File: src/rtl/bin_to_multi_7seg_scan.sv
// rtl/bin_to_multi_7seg_scan.sv - binary to multi-digit seven-segment display with scan
// Decimal loads run a serial double-dabble; hex loads go straight to the display register.
module bin_to_multi_7seg_scan #(
   parameter int WIDTH    = 8,
   parameter int DIGITS   = 3,
   parameter int SCAN_DIV = 4
) (
   input  logic              clk,
   input  logic              reset_n,
   input  logic [WIDTH-1:0]  value,
   input  logic              load,
   input  logic              mode,
   input  logic              blank_lz,
   output logic              busy,
   output logic              done,
   output logic [6:0]        seg,
   output logic [DIGITS-1:0] dig_en
);
   localparam int DW = 4 * DIGITS;
   localparam int CW = $clog2(WIDTH);
   localparam int PW = (SCAN_DIV > 1) ? $clog2(SCAN_DIV) : 1;
   localparam int IW = (DIGITS > 1) ? $clog2(DIGITS) : 1;

   typedef enum logic {IDLE, CONV} state_t;

   state_t           state_q, state_d;
   logic [WIDTH-1:0] shift_q, shift_d;
   logic [DW-1:0]    bcd_q, bcd_d, bcd_adj, bcd_shifted;
   logic [DW-1:0]    disp_q, disp_d;
   logic [CW-1:0]    cnt_q, cnt_d;
   logic             done_q, done_d;
   logic [PW-1:0]    presc_q;
   logic [IW-1:0]    idx_q;
   logic [3:0]       cur_digit;
   logic             blank;

   always_comb begin
      bcd_adj = bcd_q;
      for (int n = 0; n < DIGITS; n++) begin
         if (bcd_q[n*4 +: 4] >= 4'd5) bcd_adj[n*4 +: 4] = bcd_q[n*4 +: 4] + 4'd3;
      end
      bcd_shifted = {bcd_adj[DW-2:0], shift_q[WIDTH-1]};
   end

   always_comb begin
      state_d = state_q;
      shift_d = shift_q;
      bcd_d   = bcd_q;
      cnt_d   = cnt_q;
      disp_d  = disp_q;
      done_d  = 1'b0;
      case (state_q)
         IDLE: begin
            if (load) begin
               if (mode) begin
                  disp_d = DW'(value);
                  done_d = 1'b1;
               end else begin
                  shift_d = value;
                  bcd_d   = '0;
                  cnt_d   = '0;
                  state_d = CONV;
               end
            end
         end
         CONV: begin
            shift_d = shift_q << 1;
            bcd_d   = bcd_shifted;
            cnt_d   = cnt_q + CW'(1);
            // Display only changes once the last bit has been shifted in.
            if (cnt_q == CW'(WIDTH - 1)) begin
               disp_d  = bcd_shifted;
               done_d  = 1'b1;
               state_d = IDLE;
            end
         end
         default: state_d = IDLE;
      endcase
   end

   always_ff @(posedge clk or negedge reset_n) begin
      if (!reset_n) begin
         state_q <= IDLE;
         shift_q <= '0;
         bcd_q   <= '0;
         cnt_q   <= '0;
         disp_q  <= '0;
         done_q  <= 1'b0;
      end else begin
         state_q <= state_d;
         shift_q <= shift_d;
         bcd_q   <= bcd_d;
         cnt_q   <= cnt_d;
         disp_q  <= disp_d;
         done_q  <= done_d;
      end
   end

   always_ff @(posedge clk or negedge reset_n) begin
      if (!reset_n) begin
         presc_q <= '0;
         idx_q   <= '0;
      end else if (presc_q == PW'(SCAN_DIV - 1)) begin
         presc_q <= '0;
         idx_q   <= (idx_q == IW'(DIGITS - 1)) ? '0 : idx_q + IW'(1);
      end else begin
         presc_q <= presc_q + PW'(1);
      end
   end

   assign busy   = (state_q == CONV);
   assign done   = done_q;
   assign dig_en = ~(DIGITS'(1) << idx_q);

   // A digit is a leading zero when it and every more-significant digit are zero.
   always_comb begin
      cur_digit = 4'd0;
      blank     = blank_lz && (idx_q != '0);
      for (int k = 0; k < DIGITS; k++) begin
         if (IW'(k) == idx_q) cur_digit = disp_q[k*4 +: 4];
         if (IW'(k) >= idx_q && disp_q[k*4 +: 4] != 4'd0) blank = 1'b0;
      end
   end

   always_comb begin
      seg = 7'b1111111;
      if (!blank) begin
         case (cur_digit)
            4'h0: seg = 7'b0000001;
            4'h1: seg = 7'b1001111;
            4'h2: seg = 7'b0010010;
            4'h3: seg = 7'b0000110;
            4'h4: seg = 7'b1001100;
            4'h5: seg = 7'b0100100;
            4'h6: seg = 7'b0100000;
            4'h7: seg = 7'b0001111;
            4'h8: seg = 7'b0000000;
            4'h9: seg = 7'b0001100;
            4'hA: seg = 7'b0001000;
            4'hB: seg = 7'b1100000;
            4'hC: seg = 7'b0110001;
            4'hD: seg = 7'b1000010;
            4'hE: seg = 7'b0110000;
            default: seg = 7'b0111000;
         endcase
      end
   end
endmodule
File: config.mk
export PLATFORM = sky130hd
export DESIGN_NAME = bin_to_multi_7seg_scan
export DESIGN_NICKNAME = d
export VERILOG_FILES = /design/src/rtl/bin_to_multi_7seg_scan.sv
export SDC_FILE = /design/constraint.sdc
export NUM_CORES = 1
export LEC_CHECK = 0
export ABC_AREA = 0
export BUFFER_PORTS_ARGS = -buffer_cell sky130_fd_sc_hd__buf_2
export CAP_MARGIN = 20
export CORE_ASPECT_RATIO = 2
export CORE_UTILIZATION = 58
export DETAILED_ROUTE_END_ITERATION = 10
export GPL_TIMING_DRIVEN = 0
export PLACE_DENSITY = 0.79
export SETUP_SLACK_MARGIN = 0.4
export SYNTH_ARGS = -nofsm -noshare
export SYNTH_HDL_FRONTEND = slang
export SYNTH_SLANG_ARGS = --single-unit
export TNS_END_PERCENT = 10
File: constraint.sdc
create_clock -name clk -period 2.3 [get_ports clk]
set_input_delay 0.115 -clock clk [delete_from_list [all_inputs] [get_ports clk]]
set_output_delay 0.115 -clock clk [all_outputs]
set_load 0.005 [all_outputs]
==> key figures, run 1 <==
Timing
  • Minimum clock period: 2.23 ns
  • Final Hold Fails: 0
  • Max-slew violations: 0
  • RSZ-0062 raised after global routing: true
  • Slew margin rel.: 41.7%
  • Skew final: 0.00556 ns
  • Period utilization: 96.9%
  • Setup Viol. Count Final: 0
  • TNS Setup: 0 ns
  • Fmax: 0.448 GHz
  • Worst Tran Pin Value: 0.874 ns

CTS
  • Worst-Skew Late Latency: 0.30 ns
  • H-tree depth: 2
  • Clock buffer depth: 2
  • CTS tree: built
  • Total CTS buffers: 5
  • Root buf cell: clkbuf_8
  • Clock sink total: 41
  • Clock transition at path regs: 0.08 ns

Routing
  • Initial DRT Pass Iterations: 4
  • Post-DR vias/cell: 5.84
  • Initial drt markers: 62
  • DRC violations left: 0
  • Routed Wire Length: 5.78 mm
  • Post-DR wirelength/cell: 16.4 um
  • Post-route ant nets: 0
  • Vias: 2056

Yosys
  • Count of different cell masters after synthesis: 42
  • Cells after synthesis: 259
  • Synth Flop Type: dfrtp_1
  • #FFs+latches synth: 41
  • Register area share after synthesis: 42.9%
  • EDFF count, synth: 0
  • Yosys warns: 0
  • Avg Synthesized Cell Area: 9.24 sq um
  • Ys async rst share: 100%
  • Synthesized area: 0.00239 sq mm
  • Mapped Nets: 287

Place
  • Port bufs: 24
  • Routability cong.: 0.864
  • DP Wirelength: 3.98 mm

Worst setup path
  • CP startpoint: idx_q[0]
  • Crit Path Max Fanout: 6
  • Critical-path top delay cell: dfrtp_1
  • Crit-path leading delay family: compound AO/OA/AOI/OAI gates
  • Worst Path Buf+Inv: 3
  • Reg2reg start: cnt_q[0]
  • Crit Path Class: reg -> out
  • Crit-path cells: buf_6, mux2i_4, o21ai_4, inv_2, ha_4, and2b_2, a21oi_2, o221ai_1, buf_2
  • Worst EP required: 2.18 ns
  • CP Launch Type: flop
  • Critical path capture point type: output port
  • Slowest stage delay, CP: 0.38 ns
  • Critical path data arrival time: 2.11 ns

Global routing
  • Remaining global-route overflow: 0
  • Tot GR Track Use: 30.6%
  • Vias in the first global route: 2059
  • First-pass GRT wire length: 9.35 mm
  • Initial antenna violation count: 0
  • Largest net degree at the start of global routing: 42

Power and ir drop
  • Lkg Pwr: 1.40 nW
  • Peak supply drop: 0.000957 V
  • P per Cell Area: 1370 mW/mm^2
  • Pwr Total: 4.00 mW

Run
  • Max-cap viol count: 0

Die
  • Num rows: 32
  • Starting density of the core: 61.6%
  • Core area: 0.00388 sq mm
  • # IOs: 25
  • Die extent in y: 92.8 um
  • Chip Width: 47.4 um
  • Die area: 0.00440 sq mm

Outcome
  • Status: finished, final reports clean

Worst hold path
  • HP Start: value[4]
  • HP Class: in -> reg

Layout
  • Number of nets in the layout: 328
  • N_diodes: 0
  • Share of layout cells above drive strength 1: 24.6%
  • Area growth syn-to-layout: 22.0%
cells in the mapped netlist (3+ instances only):
cell	n	area share, %
xor2_1	3	1.1
nand2_1	51	8.0
a211oi_1	4	1.3
nor2_1	9	1.4
mux2_2	3	1.4
ha_1	15	7.8
a21oi_1	16	3.3
clkbuf_1	6	0.94
nand2b_1	6	1.6
buf_6	3	1.4
a22o_1	3	1.1
mux2i_1	15	6.3
o21ai_0	27	5.6
o21a_1	3	0.94
xnor2_1	5	1.8
inv_1	12	1.9
a21o_1	4	1.3
dfrtp_1	41	43
per-stage QoR:
stage / utilization [%] / hold WS (ns) / setup WS [ns] / cell area [sq um] / std cells
detailed placement: 66.4 / 0.279 / 0.0554 / 2580 / 334
global placement: 66.4 / 0.284 / 0.115 / 2580 / 334
floorplan: - / -0.181 / 0.442 / 2400 / 259
CTS: 74.5 / 0.0889 / 0.127 / 2900 / 352
finish: 75.2 / 0.0884 / 0.0703 / 2920 / 352
global route: 75.2 / 0.101 / -0.0547 / 2920 / 352
worst register-to-register path, cell delays in order, from the launching register on:
cell      delay [ns]
dfrtp_1         0.40
ha_1            0.20
ha_1            0.19
nand2_1         0.06
o21a_1          0.31
clkinv_1        0.34
mux2_2          0.35
state kept, by name (all words and copies together), names as in the netlist:
register and flops:
bcd_q 12, busy 1, cnt_q 3, disp_q 12, done 1, idx_q 2, presc_q 2, shift_q 8
what timing repair did:
action	CTS	global route
resized for setup	21	5
setup buffers	9	0
pin swaps	6	0
setup endpoints to repair	8	17
hold endpoints to repair	41	0
hold buffers	1	0
metal layers:
| metal | track usage, % | part of all wire (%) | wire length, um | vias up |
|---|---|---|---|---|
| li1 | - | - | - | 977 |
| met2 | 53.5 | 58 | 3380 | 65 |
| met1 | 30.8 | 35 | 2010 | 996 |
| met3 | 7.02 | 3.7 | 212 | 18 |
| met5 | 0 | 0 | 0 | - |
| met4 | 15.7 | 3.1 | 182 | 0 |
final timing paths:
| path | endpoint | cells after the start | slack [ns] |
|---|---|---|---|
| min | disp_q[4] | 3 | 0.09 |
| max reg2reg | disp_q[10] | 6 | 0.33 |
| min reg2reg | presc_q[0] | 1 | 0.43 |
| max | seg[2] | 9 | 0.07 |
| max in group asynchronous | idx_q[1] | 2 | 1.23 |
| min in group asynchronous | cnt_q[0] | 2 | 0.45 |
layout by cell type, fill, tap and decap left out, types with 3 or more instances in the layout:
cell	n
ha_1	10
nor2_1	9
nand2_1	49
nand2b_1	6
mux2i_1	13
buf_6	3
buf_4	8
xor2_1	3
o21a_1	3
a21oi_2	3
a211oi_1	4
clkbuf_1	6
a21oi_1	14
a22o_1	3
a21o_1	4
inv_1	10
mux2_2	3
inv_2	3
o21ai_0	25
buf_2	26
ha_2	3
xnor2_1	5
dfrtp_1	40
clkbuf_8	5
final cells by class:
class / instances / area (sq um)
Buffer: 12 / 71.3
Clock inverter: 3 / 65.1
Sequential cell: 41 / 1030
Clock buffer: 5 / 68.8
Timing Repair Buffer: 34 / 210
Inverter: 15 / 56.3
Multi-Input combinational cell: 191 / 1360
Tap cell: 51 / 63.8
Fill cell: 298 / 965
report_power, final:
part | total, mW | internal [mW] | leakage [nW] | switching, mW
sequential | 1.29 | 1.01 | 0.516 | 0.279
clock | 0.684 | 0.431 | 0.0681 | 0.253
combinational | 2.03 | 0.914 | 0.816 | 1.12
kinds of logic (layout without fill, tap and decap cells):
kind of cell / after synthesis / in the layout / synth area share (%)
simple gates: 79 / 79 / 14.5
buf+inv: 27 / 69 / 5.33
fa+ha+maj: 15 / 15 / 7.85
mux: 19 / 19 / 8.32
flops: 41 / 41 / 42.9
compound gates: 70 / 70 / 18.2
xor+xnor: 8 / 8 / 2.93
Power figures use the tool's default switching activity.
==> run 2: changes to the inputs <==
--- a/config.mk
+++ b/config.mk
@@ -13,7 +13,7 @@
 export DETAILED_ROUTE_END_ITERATION = 10
 export GPL_TIMING_DRIVEN = 0
 export PLACE_DENSITY = 0.79
-export SETUP_SLACK_MARGIN = 0.4
+export SETUP_SLACK_MARGIN = 0.3
 export SYNTH_ARGS = -nofsm -noshare
 export SYNTH_HDL_FRONTEND = slang
 export SYNTH_SLANG_ARGS = --single-unit
==> run 2 against run 1 <==
Net effect:
- clock power is 24% lower
- final area shrank 3.0%
- global-route usage fell by 4.0 points
- largest cell class unchanged
==> key figures, run 2 (synthesis results as in run 1) <==
Outcome
  • Status: finished, final reports clean

CTS
  • Clock transition at path regs: 0.07 ns (about the same)
  • Total CTS buffers: 5 (unchanged)
  • Clock buffer depth: 2 (unchanged)
  • Worst-Skew Late Latency: 0.30 ns (about the same)
  • H-tree depth: 2 (unchanged)
  • Clock sink total: 41 (unchanged)
  • Root buf cell: clkbuf_8
  • CTS tree: built

Die
  • Starting density of the core: 61.6% (unchanged)
  • Num rows: 32 (unchanged)
  • Chip Width: 47.4 um (unchanged)
  • Die area: 0.00440 sq mm (unchanged)
  • Die extent in y: 92.8 um (unchanged)
  • # IOs: 25 (unchanged)
  • Core area: 0.00388 sq mm (unchanged)

Worst hold path
  • Hold Crit Depth: 3 (unchanged)
  • HP Class: in -> reg
  • Worst Hold Path EP: shift_q[0]
  • HP Start: value[0]

Power and ir drop
  • Register share of total power: 33.7% (+1.6 points)
  • Comb pwr share: 52.5% (+1.7 points)
  • Internal: 2.17 mW (-7.9%)
  • Lkg Pwr: 1.34 nW (-4.1%)
  • Sw power: 1.58 mW (-4.0%)
  • P per Cell Area: 1320 mW/mm^2 (-3.4%)
  • Pwr Total: 3.75 mW (-6.3%)
  • Peak supply drop: 0.00103 V (+7.2%)
  • Clk pwr share: 13.8% (-3.3 points)
  • Switching Share: 42.3% (+1.0 points)

Layout
  • Number of nets in the layout: 325 (-0.91%)
  • Most common cell after layout, fill and taps aside: nand2_1
  • Area growth syn-to-layout: 18.4%
  • Share of layout cells above drive strength 1: 22.8% (-1.8 points)
  • N_diodes: 0 (unchanged)
  • Most frequent cells in the layout: 49 x nand2_1, 40 x dfrtp_1, 26 x buf_2
  • Top flop regs: bcd_q x12, disp_q x12, shift_q x8
  • Fin util: 72.9% (-2.3 points)
  • Design Area, Final: 0.00283 sq mm (-3.0%)
  • Fillers: 318 (+6.7%)

Timing
  • Slew margin rel.: 42.1% (+0.36 points)
  • Worst Tran Pin Value: 0.869 ns (-0.00544 ns)
  • Fmax: 0.444 GHz (-1.1%)
  • Setup Viol. Count Final: 0 (unchanged)
  • RSZ-0062 raised after global routing: true
  • Minimum clock period: 2.25 ns (+0.0249 ns)
  • Final Hold Fails: 0 (unchanged)
  • Period utilization: 98.0% (+1.1 points)
  • Fin worst setup slack: 0.0454 ns (-0.0249 ns)
  • Max-slew violations: 0 (unchanged)
  • Skew final: 0.00709 ns (+0.00153 ns)

Worst setup path
  • Worst EP required: 2.18 ns (about the same)
  • Critical path capture point type: output port
  • Worst Path Buf+Inv: 2 (-1)
  • Reg2reg start: cnt_q[0]
  • Reg-to-Reg End: disp_q[10]
  • CP dominant cell by count: o21ai_0
  • Critical-path top delay cell: or3_1
  • Crit-path leading delay family: simple AND/OR/NAND/NOR gates
  • Register-to-register setup slack: 0.33 ns (about the same)
  • CP startpoint: idx_q[0]
  • Critical path data arrival time: 2.14 ns (+0.03 ns)
  • CP Launch Type: flop
  • Slowest stage delay, CP: 0.39 ns (about the same)
  • Crit Path Class: reg -> out
  • Worst reg2reg path depth: 6 (unchanged)
  • Crit Path Max Fanout: 7 (+1)
  • Crit-path cells: buf_6, mux2i_4, o21ai_4, ha_2, or3_1, o21ai_0, o21ai_0, buf_2

Global routing
  • Vias in the first global route: 1954 (-5.1%)
  • Remaining global-route overflow: 0 (unchanged)
  • First-pass GRT wire length: 8.25 mm (-12%)
  • Tot GR Track Use: 26.6% (-4.0 points)
  • Largest net degree at the start of global routing: 42 (unchanged)
  • Initial antenna violation count: 0 (unchanged)

Routing
  • Post-DR wirelength/cell: 14.9 um (-9.3%)
  • Initial drt markers: 28 (-55%)
  • Vias: 1975 (-3.9%)
  • Post-route ant nets: 0 (unchanged)
  • Initial DRT Pass Iterations: 4 (unchanged)
  • Post-DR vias/cell: 5.66 (-3.1%)
  • DRC violations left: 0 (unchanged)
  • Routed Wire Length: 5.20 mm (-10%)

Place
  • Post-Place Cell Area: 0.00258 sq mm (-0.15%)
  • Routability cong.: 0.834 (-3.5%)
  • Port bufs: 24 (unchanged)
  • DP Worst Slack: 0.0336 ns (-0.0218 ns)
  • DP Wirelength: 3.87 mm (-2.9%)

Run
  • Max-cap viol count: 0 (unchanged)
## run 2: layer usage
metal	share of wire [%]	routed length (um)	GRT usage, %
met1	36	1860	25.0
met2	59	3060	49.9
met4	3.2	165	13.1
met3	2.2	112	3.70
met5	0	0	0
## run 2: final cells by class
class                      count  area, sq um  share of cell area, %
inverter                      15         56.3                   1.99
sequential                    41         1030                   36.3
multi-input combinational    191         1330                   47.1
clock inverter                 1         5.00                  0.177
tap                           51         63.8                   2.25
timing repair buffer          31          179                   6.32
buffer                        12         71.3                   2.52
clock buffer                   7         96.3                   3.40
## run 2: how the worst max path moves through the flow
| stage | endpoint | slack [ns] | cells past startpoint |
|---|---|---|---|
| global placement | seg[3] | 0.09 | 9 |
| finish | seg[6] | 0.05 | 8 |
| detailed placement | seg[3] | 0.03 | 9 |
| global route | seg[1] | -0.04 | 11 |
| CTS | seg[1] | 0.08 | 11 |
| floorplan | seg[3] | 0.35 | 7 |
## run 2: tightest hold or removal path, delay by kind of cell
| family | cells | cell delay, ns |
|---|---|---|
| simple gates | 1 | 0.09 |
| mux | 1 | 0.06 |
| buf+inv | 1 | 0.09 |
## run 2: metrics by stage
| step | instances | hold slack, ns | TNS, ns |
|---|---|---|---|
| global placement | 334 | 0.282 | 0 |
| global route | 349 | 0.100 | -0.0718 |
| detailed placement | 334 | 0.281 | 0 |
| floorplan | 259 | -0.181 | 0 |
| finish | 349 | 0.0977 | 0 |
| CTS | 347 | 0.0851 | 0 |
## run 2: power groups by stage
stage / Sequential [mW] / Clock [mW] / Combinational (mW)
6_report: 1.26 / 0.517 / 1.97
5_1_grt: 1.30 / 0.568 / 2.20
4_1_cts: 1.24 / 0.524 / 1.84
3_5_place_dp: 1.25 / 0 / 1.76
3_3_place_gp: 1.25 / 0 / 1.70
2_1_floorplan: 1.19 / 0 / 1.31
## run 2: timing repair
action                     4_1_cts  5_1_grt
buffers inserted                 4        2
hold endpoints to repair        41        0
gates cloned                     0        0
setup endpoints to repair        7       11
hold buffers                     1        0
pin swaps                        1        2
gates resized for setup         11       13
==> run 3: changes to the inputs <==
--- a/config.mk
+++ b/config.mk
@@ -12,6 +12,7 @@
 export CORE_UTILIZATION = 58
 export DETAILED_ROUTE_END_ITERATION = 10
 export GPL_TIMING_DRIVEN = 0
+export HOLD_SLACK_MARGIN = 0.15
 export PLACE_DENSITY = 0.79
 export SETUP_SLACK_MARGIN = 0.3
 export SYNTH_ARGS = -nofsm -noshare
==> run 3 against run 2 <==
Net effect:
- worst setup slack got worse by 0.0097 ns
- final area is 2.5% higher
- critical path depth did not move
- sequential share of layout area down 0.88 points
- critical endpoint unchanged
- non-clock buffer count up 7
- sequential power barely moved
- register-to-register slack improved by 0.02 ns
- largest cell class unchanged
- routed wire length is 2.9% higher
- clock skew hardly changed
==> key figures, run 3 (synthesis results as in run 1) <==
Worst setup path
  • Critical path capture point type: output port
  • Register-to-register setup slack: 0.35 ns (+0.02 ns)
  • Worst EP required: 2.18 ns (about the same)
  • Critical-path top delay cell: or3_1
  • CP dominant cell by count: o21ai_0
  • Critical path data arrival time: 2.15 ns (about the same)
  • Slowest stage delay, CP: 0.39 ns (about the same)
  • Crit Path Class: reg -> out
  • CP Launch Type: flop
  • Crit-path leading delay family: simple AND/OR/NAND/NOR gates
  • Worst Path Buf+Inv: 2 (unchanged)
  • Crit-path cells: buf_6, mux2i_4, o21ai_4, ha_2, or3_1, o21ai_0, o21ai_0, buf_2
  • Crit Path Max Fanout: 7 (unchanged)

Timing
  • RSZ-0062 raised after global routing: true
  • Max-slew violations: 0 (unchanged)
  • Hold_ws: 0.151 ns (+0.0537 ns)
  • Skew final: 0.00739 ns (+0.000297 ns)
  • Setup Viol. Count Final: 0 (unchanged)
  • Worst Tran Pin Value: 0.885 ns (+0.0163 ns)
  • Slew margin rel.: 41.0% (-1.1 points)
  • Minimum clock period: 2.26 ns (+0.00974 ns)
  • Period utilization: 98.5% (+0.42 points)
  • Fmax: 0.442 GHz (-0.43%)
  • Final Hold Fails: 0 (unchanged)

CTS
  • H-tree depth: 2 (unchanged)
  • Total CTS buffers: 5 (unchanged)
  • Clock sink total: 41 (unchanged)
  • Clock buffer depth: 2 (unchanged)
  • CTS tree: built
  • Worst-Skew Late Latency: 0.30 ns (about the same)
  • Root buf cell: clkbuf_8
  • Clock transition at path regs: 0.07 ns (about the same)

Die
  • Core area: 0.00388 sq mm (unchanged)
  • # IOs: 25 (unchanged)
  • Starting density of the core: 61.6% (unchanged)
  • Die extent in y: 92.8 um (unchanged)
  • Die area: 0.00440 sq mm (unchanged)
  • Num rows: 32 (unchanged)
  • Chip Width: 47.4 um (unchanged)

Layout
  • Fillers: 302 (-5.0%)
  • Most frequent cells in the layout: 49 x nand2_1, 40 x dfrtp_1, 26 x buf_2
  • Register area: 0.00103 sq mm (unchanged)
  • Design Area, Final: 0.00290 sq mm (+2.5%)
  • Most common cell after layout, fill and taps aside: nand2_1
  • N_diodes: 0 (unchanged)
  • Fin util: 74.7% (+1.8 points)
  • Share of layout cells above drive strength 1: 22.3% (-0.52 points)
  • Top flop regs: bcd_q x12, disp_q x12, shift_q x8
  • Area occupied by multi-input gates: 0.00133 sq mm (unchanged)
  • Area growth syn-to-layout: 21.3%
  • Number of nets in the layout: 332 (+2.2%)

Global routing
  • Largest net degree at the start of global routing: 42 (unchanged)
  • Vias in the first global route: 2000 (+2.4%)
  • Initial antenna violation count: 0 (unchanged)
  • Tot GR Track Use: 27.2% (+0.65 points)
  • First-pass GRT wire length: 8.46 mm (+2.6%)
  • Remaining global-route overflow: 0 (unchanged)

Routing
  • Post-DR wirelength/cell: 15.0 um (+0.84%)
  • Vias: 2001 (+1.3%)
  • Routed Wire Length: 5.35 mm (+2.9%)
  • Post-DR vias/cell: 5.62 (-0.68%)
  • DRC violations left: 0 (unchanged)
  • Post-route ant nets: 0 (unchanged)
  • Initial drt markers: 38 (+36%)
  • Initial DRT Pass Iterations: 6 (+2)

Power and ir drop
  • Peak supply drop: 0.00106 V (+3.0%)
  • Lkg Pwr: 1.37 nW (+2.2%)
  • P per Cell Area: 1300 mW/mm^2 (-2.0%)

Worst hold path
  • HP Class: in -> reg

Place
  • Port bufs: 24 (unchanged)
  • DP Wirelength: 3.87 mm (unchanged)
  • Routability cong.: 0.834 (unchanged)
  • Post-Place Cell Area: 0.00258 sq mm (unchanged)

Outcome
  • Status: finished, final reports clean

Run
  • Max-cap viol count: 0 (unchanged)
## run 3: cell types whose count changed in the layout (fill, tap and decap cells not counted), sizes merged
cell         delta
dlygate4sd3     +7
## run 3: final timing paths
check	start	end	cells past startpoint
worst max-delay path	idx_q[0]	seg[6]	8
worst min-delay path	value[2]	shift_q[2]	3
worst max register to register	cnt_q[0]	disp_q[10]	6
worst min register to register	presc_q[0]	presc_q[0]	1
max in group asynchronous	reset_n	idx_q[1]	2
min in group asynchronous	reset_n	bcd_q[8]	2
## run 3: metal layers
metal / track usage (%) / part of all wire [%]
met1: 25.6 / 36
met3: 3.70 / 1.7
met2: 51.1 / 59
met5: 0 / 0
met4: 13.3 / 3.1
## run 3: final cells by class
cell class	count	share of cell area, %
flip-flops and latches	41	35.4
clock inverters	1	0.172
well taps	51	2.20
inverters	15	1.94
multi-input cells	191	45.9
clock buffers	7	3.32
repair buffers	38	8.58
plain buffers	12	2.46
## run 3: power breakdown
part / switching (mW) / internal [mW] / total, mW
logic: 1.09 / 0.896 / 1.98
clock network: 0.250 / 0.271 / 0.521
registers: 0.258 / 1.01 / 1.26
## run 3: timing repair
action,4_1_cts,5_1_grt
endpoints found under the setup margin,7,11
endpoints found under the hold margin,50,0
pin swaps,1,2
gates resized for setup,11,13
hold buffers,8,0
setup buffers,4,2
## run 3: through the flow
| stage | power (mW) | cells | setup slack, ns | TNS, ns |
|---|---|---|---|---|
| after floorplan | 2.50 | 259 | 0.347 | 0 |
| after global placement | 2.94 | 334 | 0.0929 | 0 |
| final | 3.77 | 356 | 0.0356 | 0 |
| after CTS | 3.62 | 354 | 0.0846 | 0 |
| after detailed placement | 3.02 | 334 | 0.0336 | 0 |
| after global routing | 4.08 | 356 | -0.0364 | -0.0718 |
## run 3: worst register-to-register path, cell delays in order (launching register included)
cell and delay [ns]:
dfrtp_1 0.41, ha_1 0.21, ha_1 0.19, nand2_1 0.07, o21a_1 0.30, clkinv_1 0.31
mux2_2 0.35
